--- src/rtl/fwd_hazard_tracker.sv ---
// fwd_hazard_tracker: shadow-pipeline forwarding select precompute and load-use stall detection.
// Optional stall counter output stall_cnt_o enabled by defining FWD_STALL_CNT_EN.
module fwd_hazard_tracker #(
    parameter int ADDR_W   = 5,
    parameter int NUM_SRC  = 2,
    parameter int DEPTH    = 3,
    parameter int LOAD_LAT = 1,
    parameter int SEL_W    = $clog2(DEPTH)
) (
    input  logic                      clk_i,
    input  logic                      rst_i,
    input  logic                      issue_valid_i,
    input  logic [ADDR_W-1:0]         issue_rd_addr_i,
    input  logic                      issue_reg_write_i,
    input  logic                      issue_is_load_i,
    input  logic [NUM_SRC*ADDR_W-1:0] src_addr_i,
    input  logic [NUM_SRC-1:0]        src_used_i,
    input  logic                      flush_i,
    output logic                      stall_o,
    output logic                      ex_valid_o,
    output logic [NUM_SRC*SEL_W-1:0]  fwd_sel_o
`ifdef FWD_STALL_CNT_EN
    ,
    output logic [15:0]               stall_cnt_o
`endif
);
    typedef struct packed {
        logic              v;
        logic [ADDR_W-1:0] rd;
        logic              wr;
        logic              ld;
    } entry_t;

    entry_t                     e [DEPTH];
    logic [NUM_SRC*SEL_W-1:0]   cand;
    logic [NUM_SRC-1:0]         hz;
    logic                       accept;

    // Scan farthest to nearest so the nearest producer overwrites any older match.
    always_comb begin
        cand = '0;
        hz   = '0;
        for (int j = 0; j < NUM_SRC; j++) begin
            for (int k = DEPTH-2; k >= 0; k--) begin
                if (src_used_i[j] && src_addr_i[j*ADDR_W +: ADDR_W] != '0 && e[k].v && e[k].wr &&
                    e[k].rd != '0 && e[k].rd == src_addr_i[j*ADDR_W +: ADDR_W]) begin
                    cand[j*SEL_W +: SEL_W] = SEL_W'(k+1);
                    hz[j] = e[k].ld && ((k+1) <= LOAD_LAT);
                end
            end
        end
    end

    assign stall_o = issue_valid_i && !flush_i && |hz;
    assign accept  = issue_valid_i && !flush_i && !(|hz);

    always_ff @(posedge clk_i or negedge rst_i) begin
        if (!rst_i) begin
            for (int k = 0; k < DEPTH; k++) e[k] <= '0;
            ex_valid_o <= 1'b0;
            fwd_sel_o  <= '0;
        end else begin
            for (int k = 1; k < DEPTH; k++) e[k] <= e[k-1];
            e[0]       <= accept ? {1'b1, issue_rd_addr_i, issue_reg_write_i, issue_is_load_i} : '0;
            ex_valid_o <= accept;
            fwd_sel_o  <= accept ? cand : '0;
        end
    end

`ifdef FWD_STALL_CNT_EN
    always_ff @(posedge clk_i or negedge rst_i) begin
        if (!rst_i)
            stall_cnt_o <= '0;
        else if (stall_o && stall_cnt_o != 16'hFFFF)
            stall_cnt_o <= stall_cnt_o + 16'd1;
    end
`endif
endmodule

--- config.mk ---
export PLATFORM = sky130hd
export DESIGN_NAME = fwd_hazard_tracker
export DESIGN_NICKNAME = d
export VERILOG_FILES = /design/src/rtl/fwd_hazard_tracker.sv
export SDC_FILE = /design/constraint.sdc
export NUM_CORES = 1
export LEC_CHECK = 0
export CORE_MARGIN = 2
export CORE_UTILIZATION = 49
export CTS_CLUSTER_SIZE = 16
export DETAILED_ROUTE_END_ITERATION = 16
export PLACE_DENSITY = 0.8
export SYNTH_ARGS = -nofsm -noshare
export SYNTH_HDL_FRONTEND = slang
export SYNTH_SLANG_ARGS = --single-unit
--- constraint.sdc ---
create_clock -name clk_i -period 2.9 [get_ports clk_i]
set_input_delay 0.58 -clock clk_i [delete_from_list [all_inputs] [get_ports clk_i]]
set_output_delay 0.58 -clock clk_i [all_outputs]
set_load 0.01 [all_outputs]
Word-level counts from Yosys, hierarchy flattened
Index checks and enable logic that the tools add are counted.

storage, ports and cells
  register bits after elaboration = 20
  ROM bits = 0
  bits of input ports = 23
  logic and storage cells = 49
  memories kept = 0
  bits in latches = 0
  output and inout bits = 6
  memory bits (writable) = 0

operators by class
  order comparisons = 0
  equality and inequality tests = 4
  shift-type cells = 0
  bitwise gates (word level) = 0
  add/sub/neg operators = 0
  divide/modulo/power cells = 0
  multiplexer cells = 8
  multipliers = 0
  reductions and logical operators = 28

operators with widths
  operator             number
  $logic_and A1 B1 Y1  21
  $eq A5 B5 Y1         4
  $reduce_bool A5 Y1   4
  $mux W2              4
  $mux W8              1
  $mux W4              1
  $logic_not A1 Y1     2
  $mux W1              2
  $reduce_or A2 Y1     1

Logic depth before layout (Yosys ltp)
Gate-level depths: netlist (run 1).

  word-level depth = 11
  mapped depth = 5
  gate-level depth less buffers = 4

Worst setup path after synthesis (run 1)
OpenSTA, ideal clock, no wires.

  path kind = input -> output
  start = input port src_addr_i[6]
  end = output port stall_o
  slack = 657 ps
  path buffers = 0
  arrival time = 1,663 ps
  stages on the path = 4
  data required time = 2,320 ps
  path through = or4_1 -> o21ai_2 -> nor4_4 -> o21a_1

on the way
  longest elaborated chain between the ends = 9
  elaborated cells between the ends (all ways) = 10
  those cells by class = 1 x eq/ne; 1 x mux; 8 x reduce/logical

ends and longest elaborated chain
  element                           line  text
  start, declared                   16    input logic [NUM_SRC*ADDR_W-1:0] src_addr_i,
  $reduce_bool A5 Y1                45    if (src_used_i[j] && src_addr_i[j*ADDR_W +: ADDR_W] != '0 && e[k].v && e[k].wr &&
  $logic_and A1 B1 Y1 (4 in a row)  45
  $logic_and A1 B1 Y1 *             46    e[k].rd != '0 && e[k].rd == src_addr_i[j*ADDR_W +: ADDR_W]) begin
  $mux W1 *                         45
  $reduce_or A2 Y1 *                54    assign stall_o = issue_valid_i && !flush_i && |hz;
  $logic_and A1 B1 Y1 *             54
  end, declared                     19    output logic stall_o,

Every way passes the cells marked *; elsewhere a longest branch is shown, timed or not.

Final worst setup path (run 1)
  start = input port src_addr_i[9]
  end = output port stall_o

Same word-level chain as after synthesis.

==> metrics.md, run 1 <==
| Metric | Value |
|---|---|
| CTS tree | `yes` |
| Initial Util | `50.9%` |
| Hpwl dp | `1840 um` |
| Core ar. | `a little under 0.002 mm2` |
| Gr ovfl total | `0` |
| Core Util, Final | `77.0%` |
| Sequential cell area | `about 480 um2` |
| Normalized max-slew margin | `42.4%` |
| VDD IR max | `0.331 mV` |
| Leak pwr | `approximately 0.0006 uW` |
| Setup crit end kind | `primary output` |
| Die width | `48.7 um` |
| Setup_tns | `0 ns` |
| Total power | `532 uW` |
| Vias in the first global route | `~840` |
| I/O pin count | `29` |
| DIE AREA | `around 0.0024 mm2` |
| Worst setup SP type | `input port` |
| Commonest non-fill, non-tap cells in the layout | `clkdlybuf4s50_1 (26), dfrtp_1 (19), buf_4 (19), xnor2_1 (14), nor3_1 (10)` |
| Hold crit path type | `reg -> reg` |
| Least-Margin Pin Slew | `0.861 ns` |
| Clk_lat worst skew | `approximately 0.30 ns` |
| Pwr dens | `359 mW/mm2` |
| FP Rows | `16` |
| Hold Violations, Final | `0` |
| Synth Instances | `84` |
| Fmax | `353 MHz` |
| Unique masters post-synth | `22` |
| DR pass1 iterations | `4` |
| Tot GR Track Use | `a little under a quarter` |
| TritonCTS Buffers | `3` |
| Area growth from synthesis to layout | `51.2%` |
| N_diodes | `0` |
| Run status | `completed` |
| Wire length of the first global-routing pass | `4130 um` |
| Initial antenna violation count | `0` |
| Routability cong. | `about 0.8` |
| Share of cells above drive strength 1 | `23.9%` |
| Yosys warns | `0` |
| Avg Inst Size Synth | `around 12 um2` |
| Final nets | `approximately 160` |
| Crit path cell chain | `clkdlybuf4s50_1 > or4_4 > o21ai_4 > nor4_4 > o21a_1 > clkdlybuf4s15_1` |
| Critical path arrival | `2.25 ns` |
| Setup Skew | `0.00189 ns` |
| Mapped Nets | `between 100 and 150` |
| Period utilisation layout | `97.6%` |
| IO buf count | `28` |
| DR iter-0 viols | `13` |
| Avg Vias per Cell | `5.08` |
| Synthesis-stage register bit count | `19` |
| Synthesized area | `978 um2` |
| Clk root buf | `clkbuf_4` |
| DRC Markers | `0` |
| Wire length per cell | `roughly 15 um` |
| Clock sink count | `19` |
| Largest net degree at the start of global routing | `20` |
| Clk slew on worst S/H paths | `0.11 ns` |
| DRT antenna net count | `0` |
| Routed vias | `818` |
| Hold_buf cts | `0` |
| Final Slew Violations | `0` |
| # setup viols final | `0` |
| CP max-delay cell | `or4_4` |
| Max FO, Critical Path | `2` |
| Die Y | `about 50 um` |
| Commonest non-fill, non-tap cell in the layout | `clkdlybuf4s50_1` |
| CP max stage delay | `about 0.56 ns` |
| Final wirelength | `2390 um` |
| RSZ-0062 raised after global routing | `false` |
| Fillers | `148` |
| Sequential area share after synthesis | `between 40% and 50%` |
| Critical Path RT | `about 2.3 ns` |
| CTS Buffer Depth | `2` |
| Min cycle time layout | `2.83 ns` |
| Area occupied by multi-input gates | `522 um2` |
| Kind of critical path | `in -> out` |
| Max cap viols | `0` |
| Clock H-tree levels | `1` |
[final cells by class]
cell class / count / area share [%]
timing repair buffer: 47 / 28.5
multi-input combinational: 64 / 35.3
sequential: 19 / 32.1
clock buffer: 4 / 1.78
tap: 27 / 2.28
[report_power, final]
| part | internal (uW) | leakage, uW | switching (uW) |
|---|---|---|---|
| registers | 273 | 0.000257 | 10.9 |
| clock network | 53.6 | 0.0000150 | 83.0 |
| logic | 66.5 | 0.000345 | 44.6 |
| total | 393 | 0.000617 | 138 |
[cell usage after synthesis, drive strengths merged]
cell      n  share of area, %
nand2     9               3.5
o21a      1              0.77
o2111ai   1               2.7
or4       4               3.5
xnor2    14                13
dfrtp    19                49
or3       2               1.3
nand3     2               1.0
nand4     2               1.3
nor2b     1              0.64
nor4b     1               1.5
nor3     10               5.1
xor2      6               5.4
nor4      6               7.5
nand2b    1              0.64
o211ai    1              0.77
o21ai     2               1.8
clkbuf    1              0.38
o2111a    1               1.2
[routing by layer]
metal  GRT usage, %  up-vias  part of all wire [%]
li1               -      403                     -
met1           30.5      388                    44
met2           38.8       23                    50
met3           4.01        4                   3.9
met4           8.57        0                   1.6
met5              0        -                     0
[critical path: cells and delay by family]
family / cells / cell delay (ns)
simple gates: 2 / 0.63
buf+inv: 2 / 0.66
compound gates: 2 / 0.38
[timing repair]
action                                  4_1_cts  5_1_grt
endpoints found under the setup margin        1        1
resized for setup                             4        3
gates cloned                                  0        0
setup buffers                                 1        0
pin swaps                                     1        2
[flip-flops by register name (all words and copies together), names as in the netlist]
signal     cells
fwd_sel_o      4
e             15
[kinds of logic after synthesis]
family / synth area share, %
AND/OR/NAND/NOR: 26.0
XOR/XNOR: 17.9
flip-flops: 48.6
AO/OA/AOI/OAI: 7.16
buffers and inverters: 0.383
[final timing paths]
| check | from | cells past startpoint | slack, ns | endpoint |
|---|---|---|---|---|
| setup / recovery | src_addr_i[9] | 6 | 0.07 | stall_o |
| max in group asynchronous | rst_i | 1 | 1.61 | e[14]$_DFF_PN0_ |
| hold reg to reg | e[17]$_DFF_PN0_ | 0 | 0.47 | e[9]$_DFF_PN0_ |
| hold / removal | e[17]$_DFF_PN0_ | 0 | 0.47 | e[9]$_DFF_PN0_ |
| setup reg to reg | e[19]$_DFF_PN0_ | 5 | 1.01 | fwd_sel_o[1]$_DFF_PN0_ |
| min in group asynchronous | rst_i | 1 | 0.76 | fwd_sel_o[2]$_DFF_PN0_ |
[through the flow]
| step | hold slack (ns) | setup slack [ns] | instances | area (um2) |
|---|---|---|---|---|
| finish | 0.466 | 0.0691 | 161 | 1480 |
| floorplan | 0.284 | 0.657 | 84 | 978 |
| global placement | 0.440 | -0.194 | 156 | 1420 |
| global route | 0.487 | 0.0342 | 161 | 1480 |
| CTS | 0.465 | 0.0335 | 161 | 1470 |
| detailed placement | 0.442 | -0.217 | 156 | 1420 |
Note: power is estimated with default switching activity, not from simulation.
==> run 2: changes to the inputs <==
--- a/config.mk
+++ b/config.mk
@@ -6,10 +6,11 @@
 export NUM_CORES = 1
 export LEC_CHECK = 0
 export CORE_MARGIN = 2
-export CORE_UTILIZATION = 49
+export CORE_UTILIZATION = 30
 export CTS_CLUSTER_SIZE = 16
 export DETAILED_ROUTE_END_ITERATION = 16
-export PLACE_DENSITY = 0.8
+export GPL_ROUTABILITY_DRIVEN = 0
+export PLACE_DENSITY = 0.52
 export SYNTH_ARGS = -nofsm -noshare
 export SYNTH_HDL_FRONTEND = slang
 export SYNTH_SLANG_ARGS = --single-unit
==> run 2 against run 1 <==
Net effect:
- clock-buffer cell count unchanged
- clock power about the same
- sequential cell count unchanged
- global-route usage decreased by 9.7 points
- sequential share of layout area decreased by 0.054 points
- clock skew increased by 0.0020 ns
- via count decreased by 1.2%
- worst hold slack got worse by 0.0021 ns
- critical path type unchanged
==> metrics.md, run 2 (synthesized netlist as in run 1, its figures left out) <==
| Metric | Value |
|---|---|
| Run status | `completed (unchanged)` |
| Setup crit end kind | `primary output (unchanged)` |
| CTS Buffer Depth | `2 (unchanged)` |
| NetSw | `134 uW (was 138 uW)` |
| Sequential cell area | `475 um2 (unchanged)` |
| Wire length per cell | `13.1 um (was 14.8 um)` |
| Largest regs | `e (15), fwd_sel_o (4) (unchanged)` |
| R2r endpoint | `fwd_sel_o[1]$_DFF_PN0_ (unchanged)` |
| RSZ-0062 raised after global routing | `false (unchanged)` |
| Hold path start | `e[17]$_DFF_PN0_ (unchanged)` |
| Wire length of the first global-routing pass | `3590 um (was 4130 um)` |
| Worst setup SP type | `input port (unchanged)` |
| Pwr dens | `355 mW/mm2 (was 359 mW/mm2)` |
| Commonest non-fill, non-tap cell in the layout | `clkdlybuf4s50_1 (unchanged)` |
| Hold_buf cts | `0 (unchanged)` |
| Post-Layout Inst Area | `0.00148 mm2 (about the same)` |
| Hold Violations, Final | `0 (unchanged)` |
| Worst reg2reg path depth | `5 (unchanged)` |
| Min cycle time layout | `2.83 ns (about the same)` |
| Fillers | `289 (was 148)` |
| Critical path arrival | `2.25 ns (about the same)` |
| Kind of critical path | `in -> out (unchanged)` |
| Commonest non-fill, non-tap cells in the layout | `clkdlybuf4s50_1 (26), dfrtp_1 (19), buf_4 (18), xnor2_1 (14), nor3_1 (10) (was clkdlybuf4s50_1 (26), dfrtp_1 (19), buf_4 (19), xnor2_1 (14), nor3_1 (10))` |
| Clock H-tree levels | `1 (unchanged)` |
| Period utilisation layout | `97.5% (was 97.6%)` |
| Gr ovfl total | `0 (unchanged)` |
| Final wirelength | `2320 um (was 2390 um)` |
| Area occupied by multi-input gates | `510 um2 (was 522 um2)` |
| Normalized max-slew margin | `42.3% (was 42.4%)` |
| Die Y | `61.1 um (was 48.7 um)` |
| N_diodes | `0 (unchanged)` |
| Reg-to-Reg Start | `e[19]$_DFF_PN0_ (unchanged)` |
| Clk slew on worst S/H paths | `0.11 ns (about the same)` |
| Clk root buf | `clkbuf_4 (unchanged)` |
| CTS tree | `yes (unchanged)` |
| Clk_lat worst skew | `0.29 ns (was 0.30 ns)` |
| Clock Power Share | `25.5% (was 25.7%)` |
| Routed vias | `808 (was 818)` |
| DRT antenna net count | `0 (unchanged)` |
| # setup viols final | `0 (unchanged)` |
| Hpwl dp | `1860 um (was 1840 um)` |
| Sequential power share | `54.1% (was 53.4%)` |
| Largest net degree at the start of global routing | `20 (unchanged)` |
| DRC Markers | `0 (unchanged)` |
| CP Capture Point | `stall_o (unchanged)` |
| Fmax | `354 MHz (was 353 MHz)` |
| Avg Vias per Cell | `4.56 (was 5.08)` |
| Vias in the first global route | `816 (was 844)` |
| Max reg flops | `15 (unchanged)` |
| TritonCTS Buffers | `3 (unchanged)` |
| DR pass1 iterations | `4 (unchanged)` |
| Most flop-heavy register | `e (unchanged)` |
| Core Util, Final | `48.1% (was 77.0%)` |
| Share of cells above drive strength 1 | `22.6% (was 23.9%)` |
| Logic pwr share | `20.5% (was 20.9%)` |
| Initial Util | `31.8% (was 50.9%)` |
| Cell Int Power | `391 uW (was 393 uW)` |
| Leak pwr | `0.000610 uW (was 0.000617 uW)` |
| Setup Skew | `0.00385 ns (was 0.00189 ns)` |
| FP Rows | `20 (was 16)` |
| Max FO, Critical Path | `2 (unchanged)` |
| Hold crit path type | `reg -> reg (unchanged)` |
| I/O pin count | `29 (unchanged)` |
| Least-Margin Pin Slew | `0.863 ns (was 0.861 ns)` |
| Die width | `61.1 um (was 48.7 um)` |
| Final nets | `157 (was 158)` |
| Final Slew Violations | `0 (unchanged)` |
| Core ar. | `0.00308 mm2 (was 0.00192 mm2)` |
| Clock sink count | `19 (unchanged)` |
| Tot GR Track Use | `13.6% (was 23.3%)` |
| Initial antenna violation count | `0 (unchanged)` |
| Worst setup path start | `src_addr_i[6] (was src_addr_i[9])` |
| IO buf count | `28 (unchanged)` |
| Sw frac | `25.6% (was 26.0%)` |
| VDD IR max | `0.175 mV (was 0.331 mV)` |
| DR iter-0 viols | `5 (was 13)` |
| Post-DP Area | `0.00143 mm2 (was 0.00142 mm2)` |
| Max cap viols | `0 (unchanged)` |
| Critical Path RT | `2.32 ns (about the same)` |
| DIE AREA | `0.00373 mm2 (was 0.00237 mm2)` |
| Area growth from synthesis to layout | `51.4% (was 51.2%)` |
| Register-to-register setup slack | `1.00 ns (was 1.01 ns)` |
run 2: what timing repair did:
action,in CTS,in global routing
setup buffers,1,1
gates resized for setup,2,3
endpoints found under the setup margin,1,1
endpoints found under the hold margin,0,0
pin swaps,1,2
run 2: metal layers:
metal,GRT usage [%],share of wire [%]
met5,0,0
met4,6.83,2.2
met3,2.31,4.9
met2,22.0,49
met1,17.6,44
run 2: final cells by class:
type | count | share of cell area, %
Clock buffer | 4 | 1.77
Multi-Input combinational cell | 64 | 34.5
Sequential cell | 19 | 32.1
Tap cell | 44 | 3.72
Timing Repair Buffer | 46 | 28.0
run 2: worst min path at each step:
| stage | cells past startpoint | end | slack [ns] |
|---|---|---|---|
| 2_1_floorplan | 0 | e[10]$_DFF_PN0_ | 0.28 |
| 3_3_place_gp | 0 | e[9]$_DFF_PN0_ | 0.45 |
| 3_5_place_dp | 0 | e[9]$_DFF_PN0_ | 0.45 |
| 4_1_cts | 0 | e[9]$_DFF_PN0_ | 0.47 |
| 5_1_grt | 0 | e[9]$_DFF_PN0_ | 0.49 |
| 6_report | 0 | e[9]$_DFF_PN0_ | 0.46 |
run 2: critical path, cell delays in order:
cell,delay [ns]
clkdlybuf4s50_1,0.43
or4_4,0.56
o21ai_4,0.20
nor4_4,0.07
o21a_1,0.17
clkdlybuf4s15_1,0.23
run 2: power groups by stage:
stage	Combinational, uW	Clock (uW)	Sequential, uW
2_1_floorplan	40.3	0	287
3_3_place_gp	104	0	290
3_5_place_dp	105	0	289
4_1_cts	107	141	284
5_1_grt	117	149	286
6_report	108	134	284
run 2: stage by stage:
stage,instances,total power (uW),setup TNS (ns),setup WS (ns),hold WS [ns]
after global placement,171,394,-0.220,-0.220,0.445
after CTS,176,532,0,0.00850,0.469
final,177,526,0,0.0739,0.464
after floorplan,84,327,0,0.657,0.284
after detailed placement,171,395,-0.229,-0.229,0.453
after global routing,177,552,0,0.0121,0.492
==> run 3: changes to the inputs <==
--- a/config.mk
+++ b/config.mk
@@ -7,7 +7,7 @@
 export LEC_CHECK = 0
 export CORE_MARGIN = 2
 export CORE_UTILIZATION = 30
-export CTS_CLUSTER_SIZE = 16
+export CTS_CLUSTER_SIZE = 30
 export DETAILED_ROUTE_END_ITERATION = 16
 export GPL_ROUTABILITY_DRIVEN = 0
 export PLACE_DENSITY = 0.52
==> results of run 3 <==
Final layout, timing and power as in run 2 (identical DEF).
